## src/rtl/letter_display_ctrl.sv

```systemverilog
// Key-driven letter loader for a row of seven-segment digits, with optional
// periodic rotation of the stored letters toward the most significant digit.
module letter_display_ctrl #(
   parameter int NUM_DIGITS   = 4,
   parameter int DEBOUNCE_CYC = 16,
   parameter int SCROLL_DIV   = 25000000
) (
   input  logic                      CLOCK_50,
   input  logic                      RESET_N,
   input  logic [NUM_DIGITS-1:0]     KEY,
   input  logic [9:0]                SW,
   input  logic                      SCROLL_EN,
   output logic [3:0]                Code,
   output logic [7*NUM_DIGITS-1:0]   HEX
);

   localparam int CW = $clog2(DEBOUNCE_CYC);
   localparam int TW = $clog2(SCROLL_DIV);
   localparam logic [CW-1:0] DB_LAST  = CW'(DEBOUNCE_CYC - 1);
   localparam logic [TW-1:0] TMR_LAST = TW'(SCROLL_DIV - 1);

   logic [NUM_DIGITS-1:0] key_meta;
   logic [NUM_DIGITS-1:0] key_sync;
   logic [NUM_DIGITS-1:0] key_level;
   logic [NUM_DIGITS-1:0] key_level_d;
   logic [NUM_DIGITS-1:0] press;
   logic [CW-1:0]         db_cnt [NUM_DIGITS];
   logic [TW-1:0]         tmr;
   logic                  step;
   logic [3:0]            dig_code [NUM_DIGITS];
   logic [NUM_DIGITS-1:0] dig_valid;

   function automatic logic [6:0] glyph(input logic [3:0] c);
      logic [6:0] g;
      case (c)
         4'd0:    g = 7'b0001000;
         4'd1:    g = 7'b0001100;
         4'd2:    g = 7'b0000110;
         4'd3:    g = 7'b1111001;
         4'd4:    g = 7'b0001001;
         4'd5:    g = 7'b1000111;
         4'd6:    g = 7'b1000110;
         4'd7:    g = 7'b1000001;
         default: g = 7'b0111111;
      endcase
      return g;
   endfunction

   assign Code = SW[8] ? SW[7:4] : SW[3:0];
   assign step = SCROLL_EN && (tmr == TMR_LAST);

   // Keys: two-flop sync, then a level that only follows after DEBOUNCE_CYC
   // consecutive disagreeing samples; press is a registered falling edge.
   always_ff @(posedge CLOCK_50) begin
      if (!RESET_N) begin
         key_meta    <= '1;
         key_sync    <= '1;
         key_level   <= '1;
         key_level_d <= '1;
         press       <= '0;
         for (int i = 0; i < NUM_DIGITS; i++) db_cnt[i] <= '0;
      end else begin
         key_meta    <= KEY;
         key_sync    <= key_meta;
         key_level_d <= key_level;
         press       <= key_level_d & ~key_level;
         for (int i = 0; i < NUM_DIGITS; i++) begin
            if (key_sync[i] != key_level[i]) begin
               if (db_cnt[i] == DB_LAST) begin
                  key_level[i] <= key_sync[i];
                  db_cnt[i]    <= '0;
               end else begin
                  db_cnt[i] <= db_cnt[i] + 1'b1;
               end
            end else begin
               db_cnt[i] <= '0;
            end
         end
      end
   end

   always_ff @(posedge CLOCK_50) begin
      if (!RESET_N || !SCROLL_EN) begin
         tmr <= '0;
      end else if (tmr == TMR_LAST) begin
         tmr <= '0;
      end else begin
         tmr <= tmr + 1'b1;
      end
   end

   // A load on the step cycle wins for that digit; the value it would have
   // received from its neighbour is simply lost.
   always_ff @(posedge CLOCK_50) begin
      if (!RESET_N) begin
         dig_valid <= '0;
         for (int i = 0; i < NUM_DIGITS; i++) dig_code[i] <= '0;
      end else begin
         for (int i = 0; i < NUM_DIGITS; i++) begin
            if (press[i] || SW[9]) begin
               dig_code[i]  <= Code;
               dig_valid[i] <= 1'b1;
            end else if (step) begin
               dig_code[i]  <= dig_code[(i + NUM_DIGITS - 1) % NUM_DIGITS];
               dig_valid[i] <= dig_valid[(i + NUM_DIGITS - 1) % NUM_DIGITS];
            end
         end
      end
   end

   always_ff @(posedge CLOCK_50) begin
      if (!RESET_N) begin
         HEX <= '1;
      end else begin
         for (int i = 0; i < NUM_DIGITS; i++) begin
            HEX[7*i +: 7] <= dig_valid[i] ? glyph(dig_code[i]) : 7'b1111111;
         end
      end
   end

endmodule

```

## config.mk

```make
export PLATFORM = sky130hd
export DESIGN_NAME = letter_display_ctrl
export DESIGN_NICKNAME = d
export VERILOG_FILES = /design/src/rtl/letter_display_ctrl.sv
export SDC_FILE = /design/constraint.sdc
export NUM_CORES = 1
export LEC_CHECK = 0
export CAP_MARGIN = 10
export CORE_MARGIN = 10
export CORE_UTILIZATION = 25
export DETAILED_ROUTE_END_ITERATION = 16
export HOLD_SLACK_MARGIN = 0.03
export PLACE_DENSITY = 0.41
export SYNTH_ARGS = -nofsm -noshare
export SYNTH_HDL_FRONTEND = slang
export SYNTH_SLANG_ARGS = --single-unit
```

## constraint.sdc

```tcl
create_clock -name CLOCK_50 -period 4.8 [get_ports CLOCK_50]
set_clock_uncertainty 0.15 [all_clocks]
set_input_delay 1.44 -clock CLOCK_50 [delete_from_list [all_inputs] [get_ports CLOCK_50]]
set_output_delay 1.44 -clock CLOCK_50 [all_outputs]
set_load 0.05 [all_outputs]
```

# Word-level counts from Yosys, hierarchy flattened
# Memories as Yosys holds them, arrays and structs flattened.
# Cells that the tools add are included.
[word_totals] mem_bits_ro=224 memories=6 output_inout_bits=32 ff_bits=77 elab_cells=196 mem_bits_rw=32 inputBits=17
[op_classes] muxes=103 bitwise_logic=27 eq_ne=9 n_addsub=5 n_reduce_logical=25
[memory_table] memory="(name not given)" words=8 word_bits=7 read_ports=1 rd_ports_with_merged_regs=0 write_ports=0 line="35" source="case (c)"
[memory_table] memory="(name not given)" words=8 word_bits=7 read_ports=1 rd_ports_with_merged_regs=0 write_ports=0 line="35"
[memory_table] memory="(name not given)" words=8 word_bits=7 read_ports=1 rd_ports_with_merged_regs=0 write_ports=0 line="35"
[memory_table] memory="(name not given)" words=8 word_bits=7 read_ports=1 rd_ports_with_merged_regs=0 write_ports=0 line="35"
[memory_table] memory="db_cnt" words=4 word_bits=4 read_ports=4 rd_ports_with_merged_regs=0 write_ports=4 line="27" source="logic [CW-1:0] db_cnt [NUM_DIGITS];"
[memory_table] memory="dig_code" words=4 word_bits=4 read_ports=4 rd_ports_with_merged_regs=0 write_ports=4 line="30" source="logic [3:0] dig_code [NUM_DIGITS];"
[ops] op="$mux W4" count=21
[ops] op="$mux W1" count=78
[ops] op="$mux W7" count=4
[ops] op="$add A25 B1 Y25 const B" count=1
[ops] op="$eq A25 B25 Y1 const B" count=1
[ops] op="$or A1 B1 Y1" count=20
[ops] op="$add A4 B1 Y4 const B" count=4
[ops] op="$eq A4 B4 Y1 const B" count=4
[ops] op="$reduce_and A2 Y1" count=8
[ops] op="$reduce_or A3 Y1" count=4
[ops] op="$reduce_bool A2 Y1" count=4
[ops] op="$logic_or A1 B1 Y1" count=5
[ops] op="$not A1 Y1" count=5
[ops] op="$and A4 B4 Y4" count=1
[ops] op="$ne A1 B1 Y1" count=4
[ops] op="$not A4 Y4" count=1
[ops] op="$logic_not A1 Y1" count=2
[ops] op="$reduce_or A2 Y1" count=1
[ops] op="$logic_and A1 B1 Y1" count=1

# Logic depth before layout (Yosys ltp)
[logic_depth] depth_word=8 mapped_depth=6 depth_no_buf=5

# Worst setup path after synthesis
# OpenSTA, ideal clock, no wires.
[synth_path] kind="input -> output" from="in SW[8]" to="out Code[0]" arrival_time_ps=1886 slack_ps=1324 path_stages=1 n_path_buf=0 required_time_ps=3210 path_cell_list="mux2_2"
[synth_via] elab_chain_len=1
[synth_rtl] item="start, declared" line="11" source="input logic [9:0] SW,"
[synth_rtl] item="$mux W4" line="49" source="assign Code = SW[8] ? SW[7:4] : SW[3:0];"
[synth_rtl] item="end, declared" line="13" source="output logic [3:0] Code,"
# Every way passes these cells.

# Worst setup path in the final report
[layout_path] from="in SW[8]" to="out Code[2]"
# Same word-level chain as after synthesis.

==> impl_metrics.ini <==
[grt]
grt_pass1_wl_um = 16400
first_global_vias = 3306
grt_max_degree = 31
overflow = 0
grtUsageTotal_pct = 8.31
antenna_found_initial = 0

[setup_path]
critPathLaunchType = primary input
worst_path_largest_cell_delay_ns = 0.55
cp.arrival_ns = 2.61
crit_chain = clkdlybuf4s50_1, mux2_2, buf_4
crit_cells = 3
crit_fanout = 5
crit_type = primary input to output port
reg2reg_depth = 6
slowest_stage = clkdlybuf4s50_1
cp-end-kind = output port
critical_path.top_delay_family = buffers and inverters
worstPathRequired_ns = 3.21
critPathBufInv = 2

[logic_synthesis]
yosysSeqAreaShare_pct = 52.3
synth.avg_cell_area_um2 = 9.95
synth.area.top_cells = dfxtp_1 32%, edfxtp_1 21%, ha_1 4.6%
syn_inst = 466
synth_top_area_share_pct = 31.5
ys_warn_count = 0
synth_seq_cells = 105
post_synth_num_cell_types = 38
yosysTopAreaCell = dfxtp_1
syn-cell-area_mm2 = 0.00463

[placement]
gp_congestion = 0.776
place_area_mm2 = 0.00535
post-dp-hpwl_um = 7260
io_buffers = 48

[hold_path]
min_path_cells = 1
hold_path.class = flip-flop to flip-flop

[timing]
finalCritPeriodShare_pct = 87.4
setup_tns_ns = 0
hold_viol_final = 0
fin_crit_ns = 4.20
maxSlewViolCount = 0
relSlewSlack_pct = 43.5
max_freq_mhz = 238
rsz0062_at_grt = no
setup_viol_count_final = 0
worstMarginPinSlew_ns = 0.848

[floorplanning]
die_w_um = 156
rows = 49
die_h_um = 156
dieArea_mm2 = 0.0244
io_pins = 49
initial_core_util_pct = 25.6
fp.coreArea_mm2 = 0.0181

[detailed_routing]
wl_um = 9940
drt_iter0_drc = 169
drc = 0
detail_route.first_pass.iterations = 4
ant_nets = 0
wl_per_cell_um = 13.2
viasPerCell = 4.47
num_vias = 3377

[cells_and_area]
utilization_pct = 31.2
diodes = 0
drive_above_1_share_pct = 7.03
post-route-cell-area_mm2 = 0.00565
multi_input_area_mm2 = 0.00206
final_cell_mix = 73 x dfxtp_1, 43 x clkdlybuf4s50_1, 37 x nor2_1, 37 x nand2_1, 35 x o21ai_0
nets = 555
area_growth_pct = 21.8
final_common_cell = dfxtp_1
ff_latch_area_mm2 = 0.00242
nFillCells = 1876

[clock_tree]
ctsHoldBuffers = 0
clock-sinks = 105
root_buffer = clkbuf_16
cts_buffers = 9
clockBufferDepth = 2
cts_resized = 0
cts_tree = yes
cts.clk_slew.worst_paths_ns = 0.07
htreeDepth = 3
insertion_delay_ns = 0.35
cts_setup_buffers = 0

[status]
outcome = completed

[pwr]
ir_drop_uv = 153
p_per_area_mw_per_mm2 = 333
leakagePower_nw = 2.07

[flow_run]
cap_violations = 0
==> final cells by class <==
| class | count | share of cell area, % |
|---|---|---|
| sequential | 105 | 42.9 |
| timing repair buffer | 51 | 8.64 |
| clock inverter | 5 | 0.488 |
| multi-input combinational | 327 | 36.4 |
| clock buffer | 11 | 4.68 |
| tap | 229 | 5.08 |
| inverter | 27 | 1.80 |
==> synthesized netlist by cell type <==
| cell | n |
|---|---|
| mux2i_1 | 12 |
| xor2_1 | 14 |
| a21oi_1 | 12 |
| o21ai_0 | 35 |
| conb_1 | 1 |
| a21oi_2 | 1 |
| nand3_1 | 23 |
| or4b_2 | 1 |
| or4_4 | 2 |
| buf_2 | 4 |
| nor3_2 | 1 |
| o211a_1 | 4 |
| nand4_1 | 21 |
| a21o_1 | 1 |
| inv_1 | 27 |
| nand2_1 | 37 |
| ha_1 | 17 |
| nor2_1 | 37 |
| or3_1 | 15 |
| nand4b_1 | 5 |
| a21boi_0 | 16 |
| or4_1 | 8 |
| mux2_2 | 4 |
| or2_2 | 2 |
| nand2b_1 | 12 |
| o31ai_1 | 6 |
| edfxtp_1 | 32 |
| nand3_2 | 1 |
| xnor2_1 | 8 |
| o21bai_1 | 4 |
| dfxtp_1 | 73 |
| clkbuf_1 | 12 |
| buf_4 | 4 |
| and3_1 | 4 |
| and2_1 | 1 |
| buf_6 | 2 |
| nor4_1 | 3 |
| nor3_1 | 4 |
==> per-stage QoR <==
step                      std cells  worst slack [ns]  hold WS [ns]  power, mW
after CTS                       755             0.588         0.259       1.91
after floorplan                 481              1.32         0.236       1.11
after detailed placement        739             0.596         0.242       1.18
after global routing            755             0.566         0.281       1.97
final                           755             0.602         0.256       1.88
after global placement          739             0.625         0.245       1.18
==> worst paths after layout <==
path	to	slack, ns	start
hold reg to reg	key_sync[3]	0.26	key_meta[3]
hold / removal	key_sync[3]	0.26	key_meta[3]
setup reg to reg	tmr[2]	2.25	tmr[0]
setup / recovery	Code[2]	0.60	SW[8]
==> power by group <==
group          leakage [nW]  internal [mW]  switching [mW]
clock                 0.146          0.394           0.328
combinational         0.989         0.0679           0.112
sequential            0.937          0.948          0.0282
==> per-layer routing <==
metal / part of all wire, % / track usage, % / vias up
met5: 0 / 0 / -
met4: 1.2 / 3.64 / 0
met3: 5.4 / 2.45 / 5
met2: 48 / 13.9 / 73
met1: 45 / 9.69 / 1566
li1: - / - / 1733
==> cells by family (layout without fill, tap and decap cells) <==
group | count (synthesis) | count (layout) | synth area share (%)
xor gates and xnor gates | 22 | 22 | 4.16
and+or+nand+nor | 177 | 177 | 20.1
muxes | 16 | 16 | 3.56
DFF | 105 | 105 | 52.3
buffers and inverters | 49 | 94 | 4.72
adders and majority gates | 17 | 17 | 4.59
AOI/OAI and AO/OA | 79 | 79 | 10.5
other | 1 | 16 | 0.0809
==> registers in the layout (all words and copies together), names as in the netlist <==
name         flops
key_sync         4
key_level        4
press            4
tmr             25
key_level_d      4
HEX             24
dig_code        16
dig_valid        4
key_meta         4
db_cnt          16
Note: power is estimated with default switching activity, not from simulation.
